File: src/rtl/axis_pkt_packer.sv
// axis_pkt_packer: packs narrow AXI-Stream beats into wide packets and queues them in a FIFO
module axis_pkt_packer #(
  parameter int BUS_WIDTH   = 8,
  parameter int PKT_WIDTH   = 24,
  parameter int FIFO_DEPTH  = 4,
  parameter int TLAST_ABORT = 1,
  parameter int CNT_WIDTH   = 8
) (
  input  logic                            clk,
  input  logic                            arstn,
  input  logic [BUS_WIDTH-1:0]            s_axis_tdata,
  input  logic                            s_axis_tvalid,
  output logic                            s_axis_tready,
  input  logic                            s_axis_tlast,
  output logic [PKT_WIDTH-1:0]            m_axis_tdata,
  output logic                            m_axis_tvalid,
  input  logic                            m_axis_tready,
  output logic                            m_axis_tlast,
  output logic [$clog2(FIFO_DEPTH+1)-1:0] fifo_level,
  output logic [CNT_WIDTH-1:0]            drop_count
);
  localparam int NBEATS = (PKT_WIDTH + BUS_WIDTH - 1) / BUS_WIDTH;
  localparam int AW     = NBEATS * BUS_WIDTH;
  localparam int KW     = NBEATS > 1 ? $clog2(NBEATS) : 1;
  localparam int LW     = $clog2(FIFO_DEPTH + 1);
  localparam int PW     = $clog2(FIFO_DEPTH);
  logic [KW-1:0]      k;
  logic [AW-1:0]      asm_q, asm_nxt;
  logic [PKT_WIDTH:0] mem [FIFO_DEPTH];
  logic [PW-1:0]      wr_ptr, rd_ptr;
  logic               last_beat, s_hs, push, pop, abort;
  assign last_beat     = k == KW'(NBEATS - 1);
  assign s_axis_tready = arstn && (!last_beat || fifo_level < LW'(FIFO_DEPTH));
  assign s_hs          = s_axis_tvalid && s_axis_tready;
  assign push          = s_hs && last_beat;
  assign abort         = s_hs && !last_beat && s_axis_tlast && TLAST_ABORT != 0;
  assign m_axis_tvalid = arstn && fifo_level != '0;
  assign pop           = m_axis_tvalid && m_axis_tready;
  assign m_axis_tdata  = m_axis_tvalid ? mem[rd_ptr][PKT_WIDTH-1:0] : '0;
  assign m_axis_tlast  = m_axis_tvalid && mem[rd_ptr][PKT_WIDTH];
  // drop the current beat into its MSB-first slot of the assembly word
  always_comb begin
    asm_nxt = asm_q;
    for (int b = 0; b < NBEATS; b++)
      asm_nxt[(NBEATS-b)*BUS_WIDTH-1 -: BUS_WIDTH] = int'(k) == b ? s_axis_tdata : asm_q[(NBEATS-b)*BUS_WIDTH-1 -: BUS_WIDTH];
  end
  // beat index, assembly register and saturating abort counter
  always_ff @(posedge clk) begin
    if (!arstn) begin
      k          <= '0;
      asm_q      <= '0;
      drop_count <= '0;
    end else if (s_hs) begin
      k          <= last_beat || abort ? '0 : k + KW'(1);
      asm_q      <= asm_nxt;
      if (abort && drop_count != '1) drop_count <= drop_count + CNT_WIDTH'(1);
    end
  end
  // FIFO pointers and occupancy; simultaneous push and pop leave the level unchanged
  always_ff @(posedge clk) begin
    if (!arstn) begin
      wr_ptr     <= '0;
      rd_ptr     <= '0;
      fifo_level <= '0;
    end else begin
      if (push) wr_ptr <= wr_ptr == PW'(FIFO_DEPTH - 1) ? '0 : wr_ptr + PW'(1);
      if (pop) rd_ptr <= rd_ptr == PW'(FIFO_DEPTH - 1) ? '0 : rd_ptr + PW'(1);
      fifo_level <= fifo_level + LW'(push) - LW'(pop);
    end
  end
  // FIFO storage holds the left-justified packet plus its tlast flag
  always_ff @(posedge clk) begin
    if (push) mem[wr_ptr] <= {s_axis_tlast, asm_nxt[AW-1 -: PKT_WIDTH]};
  end
endmodule

File: config.mk
export PLATFORM = sky130hd
export DESIGN_NAME = axis_pkt_packer
export DESIGN_NICKNAME = d
export VERILOG_FILES = /design/src/rtl/axis_pkt_packer.sv
export SDC_FILE = /design/constraint.sdc
export NUM_CORES = 1
export LEC_CHECK = 0
export ABC_AREA = 1
export CAP_MARGIN = 20
export CORE_MARGIN = 5
export CORE_UTILIZATION = 45
export DETAILED_ROUTE_END_ITERATION = 7
export GPL_TIMING_DRIVEN = 0
export HOLD_SLACK_MARGIN = 0.03
export PLACE_DENSITY = 0.67
export SLEW_MARGIN = 10
export SYNTH_ARGS = -nofsm -noshare
export SYNTH_HDL_FRONTEND = slang
export SYNTH_SLANG_ARGS = --single-unit
File: constraint.sdc
create_clock -name clk -period 2.7 [get_ports clk]
set_input_delay 0.27 -clock clk [delete_from_list [all_inputs] [get_ports clk]]
set_output_delay 0.27 -clock clk [all_outputs]
set_load 0.02 [all_outputs]
-- After elaboration in Yosys (flattened, before gate mapping)
Memory sizes are Yosys's and may differ from the RTL's. A register that Yosys moved wholly into a read port is not among the register bits.
Cells that the tools add are included.
- register bits after elaboration: 41
- bits in latches: 0
- bits in writable memories: 100
- bits in read-only memories: 0
- bits of input ports: 13
- memories kept: 1
- add/sub/neg operators: 6
- $mul: 0
- divide/modulo/power cells: 0
- order comparisons: 1
- equal/unequal tests: 6
- shifts and indexed selects: 0
- mux-type cells: 11
- bitwise operators: 0
- reductions and logical operators: 15
- memories (name ; words ; width ; read ports ; clocked after memory_dff ; wr ports ; line ; text):
    mem ; 4 ; 25 ; 1 ; 1 ; 1 ; 29 ; logic [PKT_WIDTH:0] mem [FIFO_DEPTH];
- operators by type and width (cell ; count):
    $mux W24 ; 1
    $mux W8 ; 3
    $eq A2 B2 Y1 const B ; 5
    $mux W2 ; 5
    $logic_and A1 B1 Y1 ; 9
    $add A8 B1 Y8 const B ; 1
    $ne A8 B8 Y1 const B ; 1
    $add A2 B1 Y2 const B ; 3
    $add A3 B1 Y3 ; 1
    $lt A3 B3 Y1 const B ; 1
    $reduce_bool A3 Y1 ; 1
    $sub A3 B1 Y3 ; 1
    $logic_not A2 Y1 ; 1
    $logic_or A1 B1 Y1 ; 2
    $mux W1 ; 2
    $reduce_and A2 Y1 ; 1
    $logic_not A1 Y1 ; 1

-- Logic depth before layout (Yosys ltp)
Gate-level depths: netlist (run 1).
- word-level depth: 9
- mapped depth: 13

-- Worst setup path after synthesis (run 1)
OpenSTA, ideal clock, no wires.
- kind: register -> register
- start point: register k[0]
- end point: memory mem[3][0] (netlist name), enable pin
- setup time: 0.407 ns
- arrival time: 2.116 ns
- required time: 2.293 ns
- slack: 0.177 ns
- cell stages (with the launch flop): 8
- path buffers: 0
- path through: dfxtp_1 -> inv_1 -> ha_1 -> nand2_1 -> nand3_4 -> inv_2 -> nand2_2 -> nor2_1
- word-level cells in the longest chain between the ends: 8
- ends and longest elaborated chain (element ; line ; text):
    from (decl) ; 27 ; logic [KW-1:0] k;
    from (signal assigned) ; 54 ; k <= last_beat || abort ? '0 : k + KW'(1);
    $eq A2 B2 Y1 * ; 32 ; assign last_beat = k == KW'(NBEATS - 1);
    $logic_not A1 Y1 ; 33 ; assign s_axis_tready = arstn && (!last_beat || fifo_level < LW'(FIFO_DEPTH));
    $logic_or A1 B1 Y1 ; 33 ;
    $logic_and A1 B1 Y1 ; 33 ;
    $logic_and A1 B1 Y1 ; 34 ; assign s_hs = s_axis_tvalid && s_axis_tready;
    $logic_and A1 B1 Y1 * ; 35 ; assign push = s_hs && last_beat;
    $mux W1 * ; 73 ; if (push) mem[wr_ptr] <= {s_axis_tlast, asm_nxt[AW-1 -: PKT_WIDTH]};
    $mux W1 (not written as such) * ; 73 ;
    to (decl) ; 29 ;
Mark *: on every way between the ends. The rest lies on a longest branch, timed or not.

==> flow_summary.json, run 1 <==
{
  "avgSynthCellArea_um2": 9.931,
  "antenna_cells": 0,
  "setup_viol": 0,
  "antenna_found_initial": 0,
  "drt_iter0_markers": 381,
  "crit_path_cell_trace": "buf_2 -> inv_2 -> buf_2 -> nor2_1 -> o21ai_1 -> a21oi_1 -> clkdlybuf4s50_1",
  "fmax_mhz": 393.4,
  "async_flop_share": 0,
  "start_kind": "flop",
  "crit_buf_inv": 4,
  "hold_ws_ps": 176.0,
  "rsz0062_at_grt": "true",
  "grt_max_degree": 26,
  "nFillCells": 1101,
  "cts_buffer_depth": 2,
  "num_rows": 42,
  "dieHeight_um": 125.6,
  "dieWidth_um": 125.6,
  "outcome": "finished clean",
  "detail_route.vias_per_cell": 5.202,
  "dr.pass1.iters": 4,
  "cts_setup_buffers": 0,
  "post-route-drc-count": 0,
  "cts_root_buf": "clkbuf_16",
  "initial_utilization": 0.4563,
  "drive_gt1_frac": 0.1048,
  "groute.usage.overall": 0.1837,
  "dp_slack_ps": 191.4,
  "synthDistinctLibCells": 25,
  "hold_class": "in2reg",
  "core_um2": 13190,
  "skew_ps": 7.258,
  "cts-buffers-inserted": 17,
  "p_leak_nw": 2.709,
  "maxSlewViolCount": 0,
  "ios": 51,
  "clock_sinks": 143,
  "port_buffers": 49,
  "htree_num_levels": 4,
  "cp_data_arrival_time_ps": 2270,
  "period_minus_slack_ps": 2542,
  "crit_path_end_kind": "primary output",
  "hold_viol": 0,
  "wire_per_inst_um": 16.14,
  "worst_slack_ps": 158.4,
  "synth_top_area_frac": 0.4990,
  "ys_seq_elements": 143,
  "period_share": 0.9414,
  "cp_max_fo": 10,
  "clkTransAtPathRegs_ps": 60,
  "cts_tree": "yes",
  "synth_cells": 606,
  "cp.required_ps": 2430,
  "cpMaxStageDelayCell": "clkdlybuf4s50_1",
  "fin_nets": 698,
  "ir_drop_uv": 489.8,
  "syn_area_um2": 6018,
  "tightestPinTransition_ps": 918.0,
  "synth_area_leaders": "edfxtp_1 50%, dfxtp_1 14%, o21ai_0 8.0%",
  "ant_nets": 0,
  "dieArea_um2": 15790,
  "gp_congestion": 0.8357,
  "cp_top_family": "buffers and inverters",
  "synth.most_common_cell": "nor2_1",
  "grt_overflow_total": 0,
  "synth_top_area_cell": "edfxtp_1",
  "synth_fp_nets": 630,
  "synth_common_cells": "122 x nor2_1, 100 x edfxtp_1, 96 x o21ai_0, 59 x a21oi_1, 58 x nand2_1",
  "grt_pass1_wl_um": 22550,
  "yosysSeqAreaShare": 0.6420,
  "area_growth_pct": 22.08,
  "slew_headroom": 0.3865,
  "yosysWarningCount": 0,
  "slowest_delay_ps": 640,
  "cap_viol_max_count": 0,
  "vias": 4489,
  "cpMostUsedCell": "buf_2",
  "insertion_delay_ps": 430,
  "p_per_area_nw_per_um2": 801.3,
  "first_global_vias": 4312,
  "routed_wl_um": 13930,
  "worstSetupPathType": "reg2out",
  "synth_ff_type": "edfxtp_1",
  "synth-edff-count": 100,
  "dpl.hpwl_um": 9002
}
## path summary, 6_finish.rpt
| check | start | endpoint | slack [ps] | cells past startpoint |
|---|---|---|---|---|
| hold / removal | arstn | asm_q[0] | 180 | 3 |
| setup / recovery | flop | m_axis_tdata[3] | 160 | 7 |
| hold reg to reg | asm_q[0] | asm_q[0] | 450 | 2 |
| setup reg to reg | k[0] | fifo_level[2] | 240 | 13 |
## what timing repair did
| item | 4_1_cts | 5_1_grt |
|---|---|---|
| hold endpoints to repair | 0 | 0 |
| setup endpoints to repair | 6 | 21 |
| hold buffers | 0 | 0 |
| gates resized for setup | 5 | 10 |
## area by class of cell
type                       count  area [um2]  area share
tap                          176       220.2     0.02997
clock inverter                13       115.1     0.01567
multi-input combinational    378        1843      0.2509
inverter                      54       202.7     0.02759
buffer                        31       155.1     0.02112
sequential                   143        3864      0.5259
clock buffer                  19       452.9     0.06165
timing repair buffer          49       494.2     0.06727
## registers in the layout, indices dropped and copies added, names as in the netlist, named ones only
name	count
drop_count	8
mem	100
fifo_level	3
rd_ptr	2
asm_q	24
k	2
wr_ptr	2
## where the power goes
| part | switching, mW | leakage, nW | internal, mW | total (mW) |
|---|---|---|---|---|
| combinational | 0.787 | 1.18 | 0.430 | 1.22 |
| clock | 0.910 | 0.271 | 1.31 | 2.22 |
| sequential | 0.0365 | 1.26 | 2.41 | 2.45 |
| total | 1.73 | 2.71 | 4.15 | 5.89 |
## cell families (layout without fill, tap and decap cells)
logic type | Yosys count | in the layout | synth area share
xor gates and xnor gates | 3 | 3 | 0.004367
DFF | 143 | 143 | 0.6420
AOI/OAI and AO/OA | 163 | 163 | 0.1356
buffers and inverters | 85 | 166 | 0.05759
and+or+nand+nor | 201 | 201 | 0.1364
adders and majority gates | 11 | 11 | 0.02412
## layout by cell type, fill, tap and decap left out, types with 2 or more instances in the layout
cell and count:
xor2_1 2, inv_2 4, clkinv_4 3, nor2_1 118
a21oi_1 59, dlymetal6s2s_1 2, clkinvlp_4 4, clkinv_2 4
dfxtp_1 43, nor2_4 4, clkbuf_16 17, clkbuf_1 3
o21ai_0 96, inv_1 50, clkbuf_8 2, edfxtp_1 100
o21ai_1 8, nand2_4 2, buf_4 2, buf_2 16
ha_1 10, clkbuf_2 6, nand2_2 2, buf_1 3
nand2_1 58, nand3_1 12, clkdlybuf4s50_1 46
## per-stage QoR
step	TNS, ps	std cells	utilization	total power [mW]	area (um2)
2_1_floorplan	0	606	-	3.198	6018
3_3_place_gp	-71920	831	0.5102	3.675	6729
3_5_place_dp	0	831	0.5124	3.704	6759
4_1_cts	0	863	0.5558	5.910	7331
5_1_grt	-10.12	863	0.5570	6.138	7347
6_report	0	863	0.5570	5.887	7347
## routing by layer
metal,track usage,wire [um]
met1,0.2383,6191
met5,0,0
met3,0.04572,731
met4,0.07079,260
met2,0.2986,6744
## worst min-delay path, delay by kind of cell
family / cells / cell delay [ps]
AOI/OAI and AO/OA: 2 / 120
buffers and inverters: 1 / 160
Power figures use the tool's default switching activity.
==> run 2: changes to the inputs <==
Settings changed: ABC_CLOCK_PERIOD_IN_PS set to 2700, CAP_MARGIN 20 to unset, CORE_UTILIZATION 45 to 23, PLACE_DENSITY 0.67 to unset.
==> run 2 against run 1 <==
Compared with the run above: non-clock buffer count unchanged; critical path depth did not move; clock skew up 2.8 ps; hold slack lost 2.7 ps; count of clock-buffer cells in the layout is the same; die area up 87%; maximum frequency decreased by 1.4%; clock power is 3% higher; register-to-register slack lost 20 ps; sequential cell count unchanged; combinational power is essentially flat; critical endpoint is now m_axis_tdata[0].
==> flow_summary.json, run 2 (synthesized netlist as in run 1, its figures left out) <==
{
  "outcome": "finished clean",
  "port_buffers": 49,
  "crit_path_end_kind": "primary output",
  "cts_tree": "yes",
  "reg2regPathDepth": 13,
  "cp_data_arrival_time_ps": 2310,
  "pwr-share-clk": 0.384,
  "dr.pass1.iters": 4,
  "gr-usage-met2": 0.1685,
  "worstReg2RegEnd": "fifo_level[2]",
  "seqPwrFrac": 0.410,
  "nFillCells": 2641,
  "dieHeight_um": 171.8,
  "cap_viol_max_count": 0,
  "period_minus_slack_ps": 2578,
  "rsz0062_at_grt": "false",
  "reg_top3": "mem (100), asm_q (24), drop_count (8)",
  "cp_top_family": "buffers and inverters",
  "skew_ps": 10.06,
  "cts-buffers-inserted": 17,
  "vias": 4366,
  "clkTransAtPathRegs_ps": 60,
  "grt_pass1_wl_um": 23360,
  "switchingPower_mw": 1.774,
  "fin_area_um2": 7596,
  "drive_gt1_frac": 0.1019,
  "netSwitchingFraction": 0.2975,
  "clock_sinks": 143,
  "largest-register": "mem",
  "ctsHoldBuffers": 0,
  "p_comb_frac": 0.206,
  "core_um2": 25910,
  "dieArea_um2": 29500,
  "detail_route.vias_per_cell": 4.272,
  "fin_nets": 698,
  "num_rows": 59,
  "layoutNonFillerInstCount": 1022,
  "maxSlewViolCount": 0,
  "grt_overflow_total": 0,
  "first_global_vias": 4308,
  "hold_viol": 0,
  "tightestPinTransition_ps": 890.7,
  "dpl.hpwl_um": 9715,
  "initial_utilization": 0.2323,
  "timing.rr.start": "k[0]",
  "rrSetupSlack_ps": 220,
  "start_kind": "flop",
  "setup_viol": 0,
  "grtUsageMet1": 0.1370,
  "p_leak_nw": 2.999,
  "p_per_area_nw_per_um2": 785.3,
  "slowest_delay_ps": 650,
  "slew_headroom": 0.4048,
  "post-route-drc-count": 0,
  "hold-path-endpoint": "fifo_level[2]",
  "period_share": 0.9547,
  "ant_nets": 0,
  "grt_max_degree": 26,
  "fmax_mhz": 388.0,
  "cpMaxStageDelayCell": "clkdlybuf4s50_1",
  "crit_buf_inv": 3,
  "largest_reg_flops": 100,
  "internal-power_mw": 4.191,
  "ios": 51,
  "cts_setup_buffers": 0,
  "cp_max_fo": 10,
  "antenna_found_initial": 0,
  "cts_buffer_depth": 2,
  "htree_num_levels": 4,
  "final_cell_mix": "118 x nor2_1, 100 x edfxtp_1, 96 x o21ai_0",
  "gp_congestion": 0.7676,
  "hold_depth": 3,
  "cts_root_buf": "clkbuf_16",
  "final_common_cell": "nor2_1",
  "dieWidth_um": 171.8,
  "global_route.usage.met3": 0.02551,
  "hold_class": "in2reg",
  "groute.usage.overall": 0.1039,
  "insertion_delay_ps": 430,
  "drt_iter0_markers": 409,
  "min_from": "arstn",
  "ir_drop_uv": 427.5,
  "placedCellCount": 990,
  "dpl_cell_area_um2": 6958,
  "cp.required_ps": 2430,
  "worstSetupPathType": "reg2out",
  "routed_wl_um": 14770,
  "crit_path_cell_trace": "buf_2 -> buf_2 -> nor2_1 -> nor2_1 -> o21ai_0 -> a21oi_1 -> clkdlybuf4s50_1",
  "antenna_cells": 0,
  "crit_cells": 7,
  "area_growth_pct": 26.22,
  "wire_per_inst_um": 14.46,
  "grt-busiest-layer": "met2"
}
## run 2: cell count changes in the layout (fill, tap and decap cells not counted), sizes merged
| cell | change |
|---|---|
| dlymetal6s2s | +16 |
| inv | +2 |
| bufinv | +1 |
| clkinvlp | +1 |
| clkdlybuf4s50 | -16 |
| clkinv | -4 |
## run 2: repair_timing
| action | 4_1_cts | 5_1_grt |
|---|---|---|
| pin swaps | 0 | 0 |
| resized for setup | 7 | 23 |
| setup endpoints to repair | 19 | 22 |
## run 2: worst reg2reg max path: cells and delay by family, from the launching register on
kind	cells	cell delay, ps
XOR/XNOR	2	360
flip-flops	1	350
AO/OA/AOI/OAI	2	200
buffers and inverters	3	250
adder cells (fa/ha/maj)	3	790
AND/OR/NAND/NOR	3	410
## run 2: worst max-delay path by stage
stage / start / end / slack (ps)
6_report: flop / m_axis_tdata[0] / 120
5_1_grt: flop / m_axis_tdata[23] / 20
4_1_cts: flop / m_axis_tdata[15] / 8
3_5_place_dp: s_axis_tvalid / fifo_level[2] / 120
3_3_place_gp: s_axis_tvalid / mem[1][8] / -810
2_1_floorplan: k[0] / mem[3][0] / 180
## run 2: area by class of cell
cell class | count | area, um2 | share of cell area
clock buffers | 19 | 432.9 | 0.05699
multi-input cells | 378 | 1851 | 0.2436
flip-flops and latches | 143 | 3864 | 0.5086
clock inverters | 13 | 137.6 | 0.01812
repair buffers | 49 | 534.3 | 0.07033
well taps | 335 | 419.2 | 0.05518
plain buffers | 31 | 155.1 | 0.02042
inverters | 54 | 202.7 | 0.02668
## run 2: metal layers
metal,wire [um],up-vias
met5,0,-
met4,170,0
met2,6986,88
met1,6929,2087
met3,687,12
li1,-,2179
## run 2: through the flow
step                      power, mW  hold WS, ps  utilization  setup slack, ps  setup TNS (ps)
after floorplan               3.198        368.9            -            176.7               0
after global placement        3.727        432.3       0.2674           -808.0          -78230
after detailed placement      3.742        441.6       0.2685            122.4               0
after CTS                     6.030        157.2       0.2908            8.115               0
after global routing          6.239        182.2       0.2932            16.89               0
final                         5.965        173.3       0.2932            122.4               0
## run 2: power groups by stage
stage	sequential (mW)	clock, mW	combinational, mW
5_1_grt	2.45	2.42	1.37
2_1_floorplan	2.50	0	0.693
4_1_cts	2.45	2.32	1.26
6_report	2.45	2.29	1.23
3_5_place_dp	2.49	0	1.25
3_3_place_gp	2.49	0	1.24
==> run 3: changes to the inputs <==
Settings changed: ABC_CLOCK_PERIOD_IN_PS 2700 to unset, CORE_MARGIN 5 to 1.
==> run 3 against run 2 <==
Compared with the run above: critical path depth is the same; combinational power about the same; setup slack got worse by 51 ps; via count rose by 1.1%; highest routed layer unchanged; largest power group unchanged; cell area about the same; sequential cell count unchanged; total power is 0.19% higher.
==> flow_summary.json, run 3 (synthesized netlist as in run 1, its figures left out) <==
{
  "pwr-share-clk": 0.383,
  "drive_gt1_frac": 0.1074,
  "reg2regPathDepth": 11,
  "nFillCells": 2634,
  "cts-buffers-inserted": 17,
  "antenna_cells": 0,
  "area_growth_pct": 26.30,
  "cts_buffer_depth": 2,
  "hold_viol": 0,
  "initial_utilization": 0.2369,
  "dieWidth_um": 163.8,
  "grt_pass1_wl_um": 22900,
  "insertion_delay_ps": 430,
  "cp_max_fo": 10,
  "hold_class": "in2reg",
  "cpMostUsedCell": "buf_2",
  "grt_overflow_total": 0,
  "dieArea_um2": 26820,
  "num_rows": 58,
  "skew_ps": 14.25,
  "maxSlewViolCount": 0,
  "ios": 51,
  "start_kind": "flop",
  "p_per_area_nw_per_um2": 786.3,
  "p_comb_frac": 0.207,
  "tns_ps": 0,
  "netSwitchingFraction": 0.3183,
  "dp_slack_ps": 87.91,
  "rsz0062_at_grt": "false",
  "dr.pass1.iters": 5,
  "ant_nets": 0,
  "worstReg2RegEnd": "fifo_level[2]",
  "period_share": 0.9737,
  "rrSetupSlack_ps": 250,
  "placedCellCount": 985,
  "core_um2": 25400,
  "wire_per_inst_um": 14.26,
  "power_mw": 5.977,
  "final_cell_mix": "118 x nor2_1, 100 x edfxtp_1, 96 x o21ai_0",
  "worst_slack_ps": 71.12,
  "fmax_mhz": 380.4,
  "post-route-drc-count": 0,
  "clkTransAtPathRegs_ps": 60,
  "period_minus_slack_ps": 2629,
  "endpoint": "m_axis_tdata[7]",
  "first_global_vias": 4193,
  "gp_congestion": 0.7707,
  "cts_root_buf": "clkbuf_16",
  "port_buffers": 49,
  "antenna_found_initial": 0,
  "reg_top3": "mem (100), asm_q (24), drop_count (8)",
  "grt_max_degree": 26,
  "cp_data_arrival_time_ps": 2360,
  "fin_nets": 700,
  "worstSetupPathType": "reg2out",
  "htree_num_levels": 4,
  "ir_drop_uv": 427.9,
  "cts_tree": "yes",
  "dpl.hpwl_um": 9543,
  "seqPwrFrac": 0.409,
  "setup_viol": 0,
  "largest_reg_flops": 100,
  "groute.usage.overall": 0.1143,
  "cap_viol_max_count": 0,
  "dieHeight_um": 163.8,
  "drt_iter0_markers": 341,
  "crit_path_cell_trace": "buf_2 -> inv_2 -> buf_2 -> nor2_1 -> o21ai_0 -> a21oi_1 -> clkdlybuf4s50_1",
  "final_common_cell": "nor2_1",
  "p_leak_nw": 2.911,
  "vias": 4414,
  "fin_util": 0.2993,
  "timing.rr.start": "k[0]",
  "layoutNonFillerInstCount": 1019,
  "crit_path_end_kind": "primary output",
  "slowest_delay_ps": 640,
  "internal-power_mw": 4.074,
  "switchingPower_mw": 1.902,
  "cp.required_ps": 2430,
  "routed_wl_um": 14540,
  "detail_route.vias_per_cell": 4.332,
  "cpMaxStageDelayCell": "clkdlybuf4s50_1",
  "slew_headroom": 0.4100,
  "largest-register": "mem",
  "outcome": "finished clean",
  "tightestPinTransition_ps": 882.9,
  "clock_sinks": 143
}
==> run 3: cell count changes in the layout (fill, tap and decap cells not counted), moves of 2 or more <==
cell / delta
buf_4: +2
bufinv_16: -2
clkbuf_1: -2
clkdlybuf4s50_1: +6
clkinv_2: -2
clkinv_8: +3
clkinvlp_4: -3
dlymetal6s2s_1: -6
inv_8: +5
==> run 3: stage by stage <==
step / hold slack (ps) / cell area, um2
floorplan: 368.9 / 6018
global placement: 432.0 / 6922
detailed placement: 438.8 / 6952
CTS: 170.2 / 7546
global route: 192.4 / 7601
finish: 185.2 / 7601
==> run 3: power groups by stage <==
stage	Combinational (mW)	Sequential (mW)	Clock, mW
2_1_floorplan	0.693	2.50	0
3_3_place_gp	1.23	2.49	0
3_5_place_dp	1.24	2.49	0
4_1_cts	1.26	2.45	2.32
5_1_grt	1.37	2.45	2.42
6_report	1.24	2.45	2.29
==> run 3: final cells by class <==
cell class | instances | area (um2) | share of cell area
inverters | 54 | 202.7 | 0.02667
repair buffers | 51 | 534.3 | 0.07029
multi-input cells | 378 | 1843 | 0.2425
clock inverters | 15 | 163.9 | 0.02156
well taps | 330 | 412.9 | 0.05432
flip-flops and latches | 143 | 3864 | 0.5083
clock buffers | 17 | 425.4 | 0.05597
plain buffers | 31 | 155.1 | 0.02041
==> run 3: worst min-delay path by stage <==
stage	slack (ps)	start	end	cells past startpoint
after global placement	430	asm_q[0]	asm_q[0]	2
after floorplan	370	s_axis_tlast	mem[0][24]	0
final	190	arstn	wr_ptr[1]	3
after global routing	190	arstn	wr_ptr[1]	3
after CTS	170	arstn	wr_ptr[1]	3
after detailed placement	440	asm_q[21]	asm_q[21]	2
==> run 3: repair_timing <==
action	in CTS	in global routing
hold buffers	0	0
setup endpoints to repair	15	19
endpoints found under the hold margin	0	0
gates resized for setup	6	18
buffers inserted	0	2
cloned	0	0
==> run 3: routing by layer <==
metal / track usage / up-vias / wire (um)
li1: - / 2198 / -
met1: 0.1516 / 2107 / 6846
met2: 0.1864 / 93 / 6926
met3: 0.02222 / 16 / 597
met4: 0.03662 / 0 / 163
met5: 0 / - / 0
==> run 3: worst max-delay path: cells and delay by family, from the launching register on <==
kind / cells / cell delay, ps
simple gates: 1 / 120
flops: 1 / 300
compound gates: 2 / 300
buf+inv: 4 / 1210
